<file path="config.mk">
export PLATFORM = sky130hd
export DESIGN_NAME = seg7_scan_driver_flat
export DESIGN_NICKNAME = d
export VERILOG_FILES = /design/src/rtl/watch_pkg.sv /design/src/rtl/seg7_scan_driver_if.sv /design/src/rtl/seg7_decode.sv /design/src/rtl/seg7_scan_driver.sv /design/src/flat_wrapper.sv
export SDC_FILE = /design/constraint.sdc
export NUM_CORES = 1
export LEC_CHECK = 0
export BUFFER_PORTS_ARGS = -buffer_cell sky130_fd_sc_hd__buf_2
export CORE_UTILIZATION = 38
export DETAILED_ROUTE_END_ITERATION = 7
export PLACE_DENSITY = 0.59
export RECOVER_POWER = 50
export SYNTH_ARGS = -nofsm -noshare
export SYNTH_HDL_FRONTEND = slang
export SYNTH_HIERARCHICAL = 1
export SYNTH_SLANG_ARGS = --single-unit
</file>
<file path="constraint.sdc">
create_clock -name clk100MHz -period 6.3 [get_ports clk100MHz]
set_input_delay 0.63 -clock clk100MHz [delete_from_list [all_inputs] [get_ports clk100MHz]]
set_output_delay 0.63 -clock clk100MHz [all_outputs]
set_load 0.05 [all_outputs]
</file>
<file path="src/rtl/watch_pkg.sv">
// Shared constants for the watch/timer display blocks: active-low segment
// patterns {g,f,e,d,c,b,a}, digit slot indices and a counter-width helper.
package watch_pkg;

    localparam logic [6:0] SEG_BLANK = 7'b1111111;
    localparam logic [6:0] SEG_DASH  = 7'b0111111;
    localparam logic [6:0] SEG_0     = 7'b1000000;
    localparam logic [6:0] SEG_1     = 7'b1111001;
    localparam logic [6:0] SEG_2     = 7'b0100100;
    localparam logic [6:0] SEG_3     = 7'b0110000;
    localparam logic [6:0] SEG_4     = 7'b0011001;
    localparam logic [6:0] SEG_5     = 7'b0010010;
    localparam logic [6:0] SEG_6     = 7'b0000010;
    localparam logic [6:0] SEG_7     = 7'b1111000;
    localparam logic [6:0] SEG_8     = 7'b0000000;
    localparam logic [6:0] SEG_9     = 7'b0010000;

    localparam int DIG_ONESEC = 0;
    localparam int DIG_TENSEC = 1;
    localparam int DIG_ONEMIN = 2;
    localparam int DIG_TENMIN = 3;

    // Width of a counter that must hold 0..value-1; never narrower than one bit.
    function automatic int clog2w(input int value);
        if (value <= 2) begin
            return 1;
        end
        return $clog2(value);
    endfunction

endpackage

</file>
<file path="src/rtl/seg7_scan_driver_if.sv">
// Bundle between the timer cores (master) and the multiplexed display driver
// (slave): BCD digits and display controls in, board pin levels out.
interface seg7_scan_driver_if;

    logic [3:0] tenmin_in;
    logic [3:0] onemin_in;
    logic [3:0] tensec_in;
    logic [3:0] onesec_in;
    logic [3:0] blink_mask;
    logic       blank_lead_zero;
    logic       colon_en;
    logic [3:0] an;
    logic [6:0] seg;
    logic       dp;

    modport master (
        output tenmin_in, onemin_in, tensec_in, onesec_in,
        output blink_mask, blank_lead_zero, colon_en,
        input  an, seg, dp
    );

    modport slave (
        input  tenmin_in, onemin_in, tensec_in, onesec_in,
        input  blink_mask, blank_lead_zero, colon_en,
        output an, seg, dp
    );

endinterface

</file>
<file path="src/rtl/seg7_decode.sv">
// Combinational BCD to active-low 7-segment decoder; non-BCD codes show a
// dash so bad upstream values are visible on the display.
module seg7_decode
    import watch_pkg::*;
(
    input  logic [3:0] bcd,
    output logic [6:0] seg
);

    always_comb begin
        seg = SEG_DASH;
        case (bcd)
            4'd0:    seg = SEG_0;
            4'd1:    seg = SEG_1;
            4'd2:    seg = SEG_2;
            4'd3:    seg = SEG_3;
            4'd4:    seg = SEG_4;
            4'd5:    seg = SEG_5;
            4'd6:    seg = SEG_6;
            4'd7:    seg = SEG_7;
            4'd8:    seg = SEG_8;
            4'd9:    seg = SEG_9;
            default: seg = SEG_DASH;
        endcase
    end

endmodule

</file>
<file path="src/rtl/seg7_scan_driver.sv">
// Time-multiplexed common-anode 4-digit driver with per-slot dead time,
// frame-coherent shadow digits, blinking, leading-zero blanking and colon.
module seg7_scan_driver
    import watch_pkg::*;
#(
    parameter int REFRESH_DIV = 100000,
    parameter int DEAD_CYCLES = 4,
    parameter int BLINK_DIV   = 50000000
)
(
    input logic              clk100MHz,
    input logic              rst,
    seg7_scan_driver_if.slave bus
);

    localparam int RW = clog2w(REFRESH_DIV);
    localparam int BW = clog2w(BLINK_DIV);

    localparam logic [RW-1:0] REFRESH_LAST = RW'(REFRESH_DIV - 1);
    localparam logic [RW-1:0] DEAD_LIMIT   = RW'(DEAD_CYCLES);
    localparam logic [BW-1:0] BLINK_LAST   = BW'(BLINK_DIV - 1);
    localparam logic [1:0]    IDX_ONEMIN   = 2'(DIG_ONEMIN);
    localparam logic [1:0]    IDX_TENMIN   = 2'(DIG_TENMIN);

    logic [RW-1:0]   refresh_cnt;
    logic [1:0]      idx;
    logic [BW-1:0]   blink_cnt;
    logic            blink_phase;
    logic [3:0]      blink_mask_q;
    logic [3:0][3:0] shadow;

    logic            slot_end;
    logic            blink_end;
    logic [3:0]      cur_digit;
    logic [6:0]      cur_seg;
    logic            suppress;
    logic [3:0]      an_d;
    logic [6:0]      seg_d;
    logic            dp_d;

    assign slot_end  = (refresh_cnt == REFRESH_LAST);
    assign blink_end = (blink_cnt == BLINK_LAST);

    // Shadow digits reload only as slot 3 ends, so every frame shows one time value.
    always_ff @(posedge clk100MHz) begin
        if (rst) begin
            refresh_cnt  <= '0;
            idx          <= 2'd0;
            blink_mask_q <= 4'b0000;
            shadow       <= '0;
        end else begin
            refresh_cnt <= slot_end ? '0 : refresh_cnt + 1'b1;
            if (slot_end) begin
                idx          <= idx + 2'd1;
                blink_mask_q <= bus.blink_mask;
                if (idx == IDX_TENMIN) begin
                    shadow <= {bus.tenmin_in, bus.onemin_in, bus.tensec_in, bus.onesec_in};
                end
            end
        end
    end

    always_ff @(posedge clk100MHz) begin
        if (rst) begin
            blink_cnt   <= '0;
            blink_phase <= 1'b1;
        end else begin
            blink_cnt <= blink_end ? '0 : blink_cnt + 1'b1;
            if (blink_end) begin
                blink_phase <= ~blink_phase;
            end
        end
    end

    assign cur_digit = shadow[idx];

    seg7_decode u_decode (
        .bcd (cur_digit),
        .seg (cur_seg)
    );

    assign suppress = (blink_mask_q[idx] && !blink_phase) ||
                      (idx == IDX_TENMIN && bus.blank_lead_zero && shadow[IDX_TENMIN] == 4'd0);

    always_comb begin
        an_d  = 4'b1111;
        seg_d = SEG_BLANK;
        dp_d  = 1'b1;
        if (refresh_cnt >= DEAD_LIMIT) begin
            an_d  = suppress ? 4'b1111 : ~(4'b0001 << idx);
            seg_d = cur_seg;
            dp_d  = !(idx == IDX_ONEMIN && bus.colon_en);
        end
    end

    always_ff @(posedge clk100MHz) begin
        if (rst) begin
            bus.an  <= 4'b1111;
            bus.seg <= SEG_BLANK;
            bus.dp  <= 1'b1;
        end else begin
            bus.an  <= an_d;
            bus.seg <= seg_d;
            bus.dp  <= dp_d;
        end
    end

endmodule

</file>
<file path="src/flat_wrapper.sv">
// flat-port wrapper written by rule: the top's interface ports become plain ports
module seg7_scan_driver_flat import watch_pkg::*;
#(
    parameter int REFRESH_DIV = 100000,
    parameter int DEAD_CYCLES = 4,
    parameter int BLINK_DIV   = 50000000
)
  (clk100MHz, rst, bus_tenmin_in, bus_onemin_in, bus_tensec_in, bus_onesec_in, bus_blink_mask, bus_blank_lead_zero, bus_colon_en, bus_an, bus_seg, bus_dp);
  seg7_scan_driver_if bus_i ();
  input logic clk100MHz;
  input logic rst;
  input wire logic [$bits(bus_i.tenmin_in)-1:0] bus_tenmin_in;
  input wire logic [$bits(bus_i.onemin_in)-1:0] bus_onemin_in;
  input wire logic [$bits(bus_i.tensec_in)-1:0] bus_tensec_in;
  input wire logic [$bits(bus_i.onesec_in)-1:0] bus_onesec_in;
  input wire logic [$bits(bus_i.blink_mask)-1:0] bus_blink_mask;
  input wire logic [$bits(bus_i.blank_lead_zero)-1:0] bus_blank_lead_zero;
  input wire logic [$bits(bus_i.colon_en)-1:0] bus_colon_en;
  output wire logic [$bits(bus_i.an)-1:0] bus_an;
  output wire logic [$bits(bus_i.seg)-1:0] bus_seg;
  output wire logic [$bits(bus_i.dp)-1:0] bus_dp;
  assign bus_i.tenmin_in = bus_tenmin_in;
  assign bus_i.onemin_in = bus_onemin_in;
  assign bus_i.tensec_in = bus_tensec_in;
  assign bus_i.onesec_in = bus_onesec_in;
  assign bus_i.blink_mask = bus_blink_mask;
  assign bus_i.blank_lead_zero = bus_blank_lead_zero;
  assign bus_i.colon_en = bus_colon_en;
  assign bus_an = bus_i.an;
  assign bus_seg = bus_i.seg;
  assign bus_dp = bus_i.dp;
  seg7_scan_driver #(.REFRESH_DIV(REFRESH_DIV), .DEAD_CYCLES(DEAD_CYCLES), .BLINK_DIV(BLINK_DIV)) u_core (.clk100MHz(clk100MHz), .rst(rst), .bus(bus_i));
endmodule
</file>
After elaboration in Yosys (flattened, before gate mapping)
Memories as Yosys holds them, arrays and structs flattened. A register that Yosys moved wholly into a read port is not among the register bits. Index checks and enable logic that the tools add are counted.

Register bits after elaboration: 71. ROM bits: 112. Output and inout port bits: 12. Logic and storage cells: 42. Memories: 1.

Memories: (no name shown) (words 16, bits a word 7, read ports 1, clocked after Yosys merged registers in 1, wr ports 0, RTL line seg7_decode.sv:12) `case (bcd)`.

Add/sub/neg operators: 3. Order comparisons: 2. Equal/unequal tests: 4. Shift operators: 1. Muxes and demuxes: 4. Bitwise operators: 3. Reductions and logical operators: 13.

Operator list (count): adder 26 x 1 -> 26 bit (second input constant) (1); equality test 26 bit (second input constant) (1); adder 17 x 1 -> 17 bit (second input constant) (1); equality test 17 bit (second input constant) (1); greater-or-equal comparator 17 x 3 -> 1 bit (second input constant) (1); binary-select mux 4 bit (select 2 bit) (1); OR reduction 2 bit (3); equality test 2 bit (second input constant) (2); logical AND 1 bit (4); zero test 4 bit (1); two-way mux 4 bit (1); NOT 4 bit (1); left shift 1 x 2 -> 4 bit (first input constant) (1); less-than comparator 2 x 3 -> 1 bit (second input constant) (1); OR reduction 3 bit (1); adder 2 x 1 -> 2 bit (second input constant) (1); binary-select mux 1 bit (select 2 bit) (1); zero test 1 bit (2); NOT 1 bit (2); AND reduction 2 bit (1); logical OR 1 bit (1); two-way mux 1 bit (1).

Depth between registers and ports, before layout
Depth after elaboration: 5. Mapped depth: 7. Mapped depth without buffers: 6.

Hierarchy
Netlist, hierarchy kept.

Modules (own cells, without submodules): seg7_scan_driver (instances 1, cells each 378, area an instance 3427.0 um^2, sequential area each 1561.5 um^2); seg7_decode (instances 1, cells each 31, area an instance 240.2 um^2, sequential area each 0.0 um^2).

Least setup slack after synthesis
Ideal clock, no wire load.

Kind: register -> register. Start point: register u_core.idx[0]. End point: register u_core.bus.seg[1]. Library setup time: 0.138 ns. Data arrival time: 1.897 ns. Data required time: 6.162 ns. Slack: 4.265 ns. Stages on the path, launching flop included: 8. Path buffers: 1. Period minus slack after synthesis: 2.035 ns. Cell sequence: dfxtp_1 > clkbuf_1 > mux4_2 > inv_1 > ha_1 > nor2_1 > nor2_1 > nand2b_1.

Longest elaborated chain between the ends: 2.

RTL lines: start, declared (RTL line seg7_scan_driver.sv:26) `logic [1:0] idx;`; start signal, assigned (RTL line seg7_scan_driver.sv:54) `idx <= idx + 2'd1;`; binary-select mux 4 bit (select 2 bit) (RTL line seg7_scan_driver.sv:75) `assign cur_digit = shadow[idx];`; two-way mux 4 bit (not written as such) (RTL line seg7_scan_driver.sv:75); named net u_core.cur_digit[1] (RTL line seg7_scan_driver.sv:34) `logic [3:0] cur_digit;`; end, declared (RTL line seg7_scan_driver_if.sv:25) `output an, seg, dp`.

The timed path passes the listed nets, and every way through them passes these cells. The select of a mux whose other input is x is not followed. A chain may end at the register's enable or synchronous reset.

Final worst setup path
Start point: register u_core.blink_cnt[2]. End point: register u_core.blink_cnt[25].

Longest elaborated chain between the ends: 2.

RTL lines: start, declared (RTL line seg7_scan_driver.sv:27) `logic [BW-1:0] blink_cnt;`; start signal, assigned (RTL line seg7_scan_driver.sv:68) `blink_cnt <= blink_end ? '0 : blink_cnt + 1'b1;`; parallel branches: the longest is 2 deep, another holds adder 26 x 1 -> 26 bit.

Several ways; the timed one is not identified.

==> flow_metrics.tcl <==
set metrics [dict create \
    final_hold_viol_count 0 \
    cts_max_path_buffers 2 \
    design.core.area_sq_um 9280 \
    grt_antenna_before_repair 0 \
    max-vdd-ir-drop_mv 0.106 \
    ys_ff_latch 78 \
    final_common_cell "dfxtp_1" \
    endpoint_kind "register" \
    arrival_ps 3980 \
    worstSetupPathType "reg -> reg" \
    synth_simple_gate_area_frac 0.259 \
    cts_resized 0 \
    grt_max_degree 29 \
    grtUsageTotal 0.168 \
    leakage_nw 1.36 \
    dieArea_sq_um 10000 \
    fin_crit_sh 0.594 \
    hp-class "reg -> reg" \
    crit_required_ps 6540 \
    setup_slack_ps 2560 \
    tns_ps 0 \
    vias 3021 \
    port_buffers 35 \
    post_cts_buffers 0 \
    die_x_um 100 \
    gp_congestion 0.750 \
    place_ws_ps 3460 \
    fin_crit_ps 3740 \
    finalMaxSlewViolations 11 \
    syn_to_final_growth_pct 9.59 \
    top_level_ports 36 \
    r2r_cells 5 \
    synth.distinct_cells 50 \
    critPathMaxFanout 16 \
    num-fill-cells 974 \
    synth_cells 409 \
    layout-drive-gt1-share 0.121 \
    clock-sinks 78 \
    final-setup-viol-count 0 \
    max_cap_viol_count 1 \
    layout_common_cells "dfxtp_1, a21oi_1, o21ai_0, nand4_1, nor2_1" \
    cts_made_buffers 9 \
    final_nets 471 \
    clk_latency_ps 340 \
    synth_mux_area_frac 0.0362 \
    die_h_um 100 \
    htree_levels 3 \
    fmax_ghz 0.267 \
    grt_pass1_vias 2848 \
    std_cell_rows 35 \
    num_antenna_cells 0 \
    syn-num-nets 445 \
    yosysWarnings 6 \
    seq_area_frac_synth 0.426 \
    rsz0062_at_grt "no" \
    hold_depth 2 \
    synth_edf_count 0 \
    tightest_slew_ps 1910 \
    gr-total-overflow 0 \
    ys.flop_type "dfxtp_1" \
    remaining_drc_errors 0 \
    synthAdderAreaFrac 0.0409 \
    routedWlPerCell_um 13.7 \
    path_clk_slew_ps 80 \
    initialDrtViolationCount 99 \
    synth-compound-area-share 0.145 \
    violations "capacitance limit, slew limit" \
    p_per_area_nw_per_um2 209 \
    synth_top_family_by_area "simple AND/OR/NAND/NOR gates" \
    dp_hpwl_mm 5.26 \
    relSlewSlack -0.289 \
    status "complete, but fails checks" \
    cts-root-buf "clkbuf_8" \
    synth-xor-area-share 0.0502 \
    start_util 0.395 \
    ant_nets 0 \
    firstDrtPassIters 5 \
    via_per_inst 5.32 \
    skew_ps 6.25 \
    hold_buffers 0 \
    grt_pass1_wl_mm 13.4 \
    syn_area_sq_um 3670 \
    routed_wl_mm 7.80 \
    syn_avg_cell_area_sq_um 8.97 \
    start_kind "register" \
    ys_async_sr_fraction 0 \
    cts_tree "done" \
]
-- power by group --
part	total (mW)	leakage [nW]	internal, mW	switching [mW]
clock	0.308	0.0817	0.138	0.170
combinational	0.0319	0.650	0.0105	0.0215
sequential	0.501	0.630	0.498	0.00367
total	0.842	1.36	0.646	0.195
-- critical path, stage by stage (launching register included) --
cell and delay (ps):
dfxtp_1 390, and4_1 440, nand2_1 280, o41ai_1 1650, clkbuf_1 630, o21ba_2 250
-- flip-flops by register name, indices dropped and copies added, names as in the netlist --
register and flops:
u_core/bus.dp 1, u_core/bus.an 4, u_core/blink_phase 1, u_core/shadow 16
u_core/bus.seg 7, u_core/idx 2, u_core/blink_cnt 26, u_core/refresh_cnt 17
u_core/blink_mask_q 4
-- layout make-up --
| type | instances | area [sq um] | share of cell area |
|---|---|---|---|
| Multi-Input combinational cell | 296 | 1920 | 0.479 |
| Sequential cell | 78 | 1560 | 0.389 |
| Timing Repair Buffer | 36 | 164 | 0.0408 |
| Tap cell | 129 | 161 | 0.0402 |
| Clock buffer | 10 | 128 | 0.0318 |
| Inverter | 14 | 52.6 | 0.0131 |
| Clock inverter | 5 | 27.5 | 0.00685 |
-- cells in the mapped netlist (2+ instances only) --
| cell | n | area, sq um |
|---|---|---|
| dfxtp_1 | 78 | 1560 |
| a21oi_1 | 39 | 195 |
| o21ai_0 | 31 | 155 |
| nand4_1 | 29 | 181 |
| nor2_1 | 29 | 109 |
| nand3_1 | 24 | 120 |
| nand2_1 | 19 | 71.3 |
| xor2_1 | 18 | 158 |
| inv_1 | 14 | 52.6 |
| clkbuf_1 | 12 | 45.0 |
| ha_1 | 12 | 150 |
| o31ai_1 | 10 | 75.1 |
| nand2b_1 | 9 | 56.3 |
| or3_1 | 8 | 50.1 |
| and3_1 | 7 | 43.8 |
| or4_1 | 7 | 52.6 |
| and4_1 | 6 | 52.6 |
| nor4_1 | 6 | 37.5 |
| buf_2 | 5 | 25.0 |
| mux4_2 | 5 | 113 |
| buf_6 | 3 | 33.8 |
| or4_4 | 3 | 33.8 |
| xnor2_1 | 3 | 26.3 |
| a21oi_2 | 2 | 17.5 |
| a22oi_1 | 2 | 15.0 |
| and2_1 | 2 | 12.5 |
| mux2i_1 | 2 | 20.0 |
| nor3_1 | 2 | 10.0 |
-- stage by stage --
step           hold slack (ps)   util  area (sq um)  instances  power, mW
6_report                   475  0.433          4020        568      0.842
5_1_grt                    486  0.433          4020        568      0.885
4_1_cts                    459  0.437          4060        568      0.860
3_5_place_dp               465  0.420          3900        553      0.547
3_3_place_gp               439  0.420          3900        553      0.546
2_1_floorplan              425      -          3670        409      0.533
-- cell families after synthesis --
group,after synthesis
buffers and inverters,35
adders and majority gates,12
muxes,7
xor gates and xnor gates,21
AOI/OAI and AO/OA,91
DFF,78
and+or+nand+nor,165
-- routing by layer --
layer	track usage	wire length, um
met4	0.0468	73
met3	0.0474	348
met1	0.224	3790
met2	0.266	3590
met5	0	0
-- final timing paths --
kind / from / end / slack [ps]
worst max-delay path: u_core/blink_cnt[2] / u_core/blink_cnt[25] / 2560
worst min-delay path: u_core/shadow[3] / u_core/shadow[3] / 480
worst max register to register: u_core/blink_cnt[2] / u_core/blink_cnt[25] / 2560
worst min register to register: u_core/shadow[3] / u_core/shadow[3] / 480
Power figures use the tool's default switching activity.
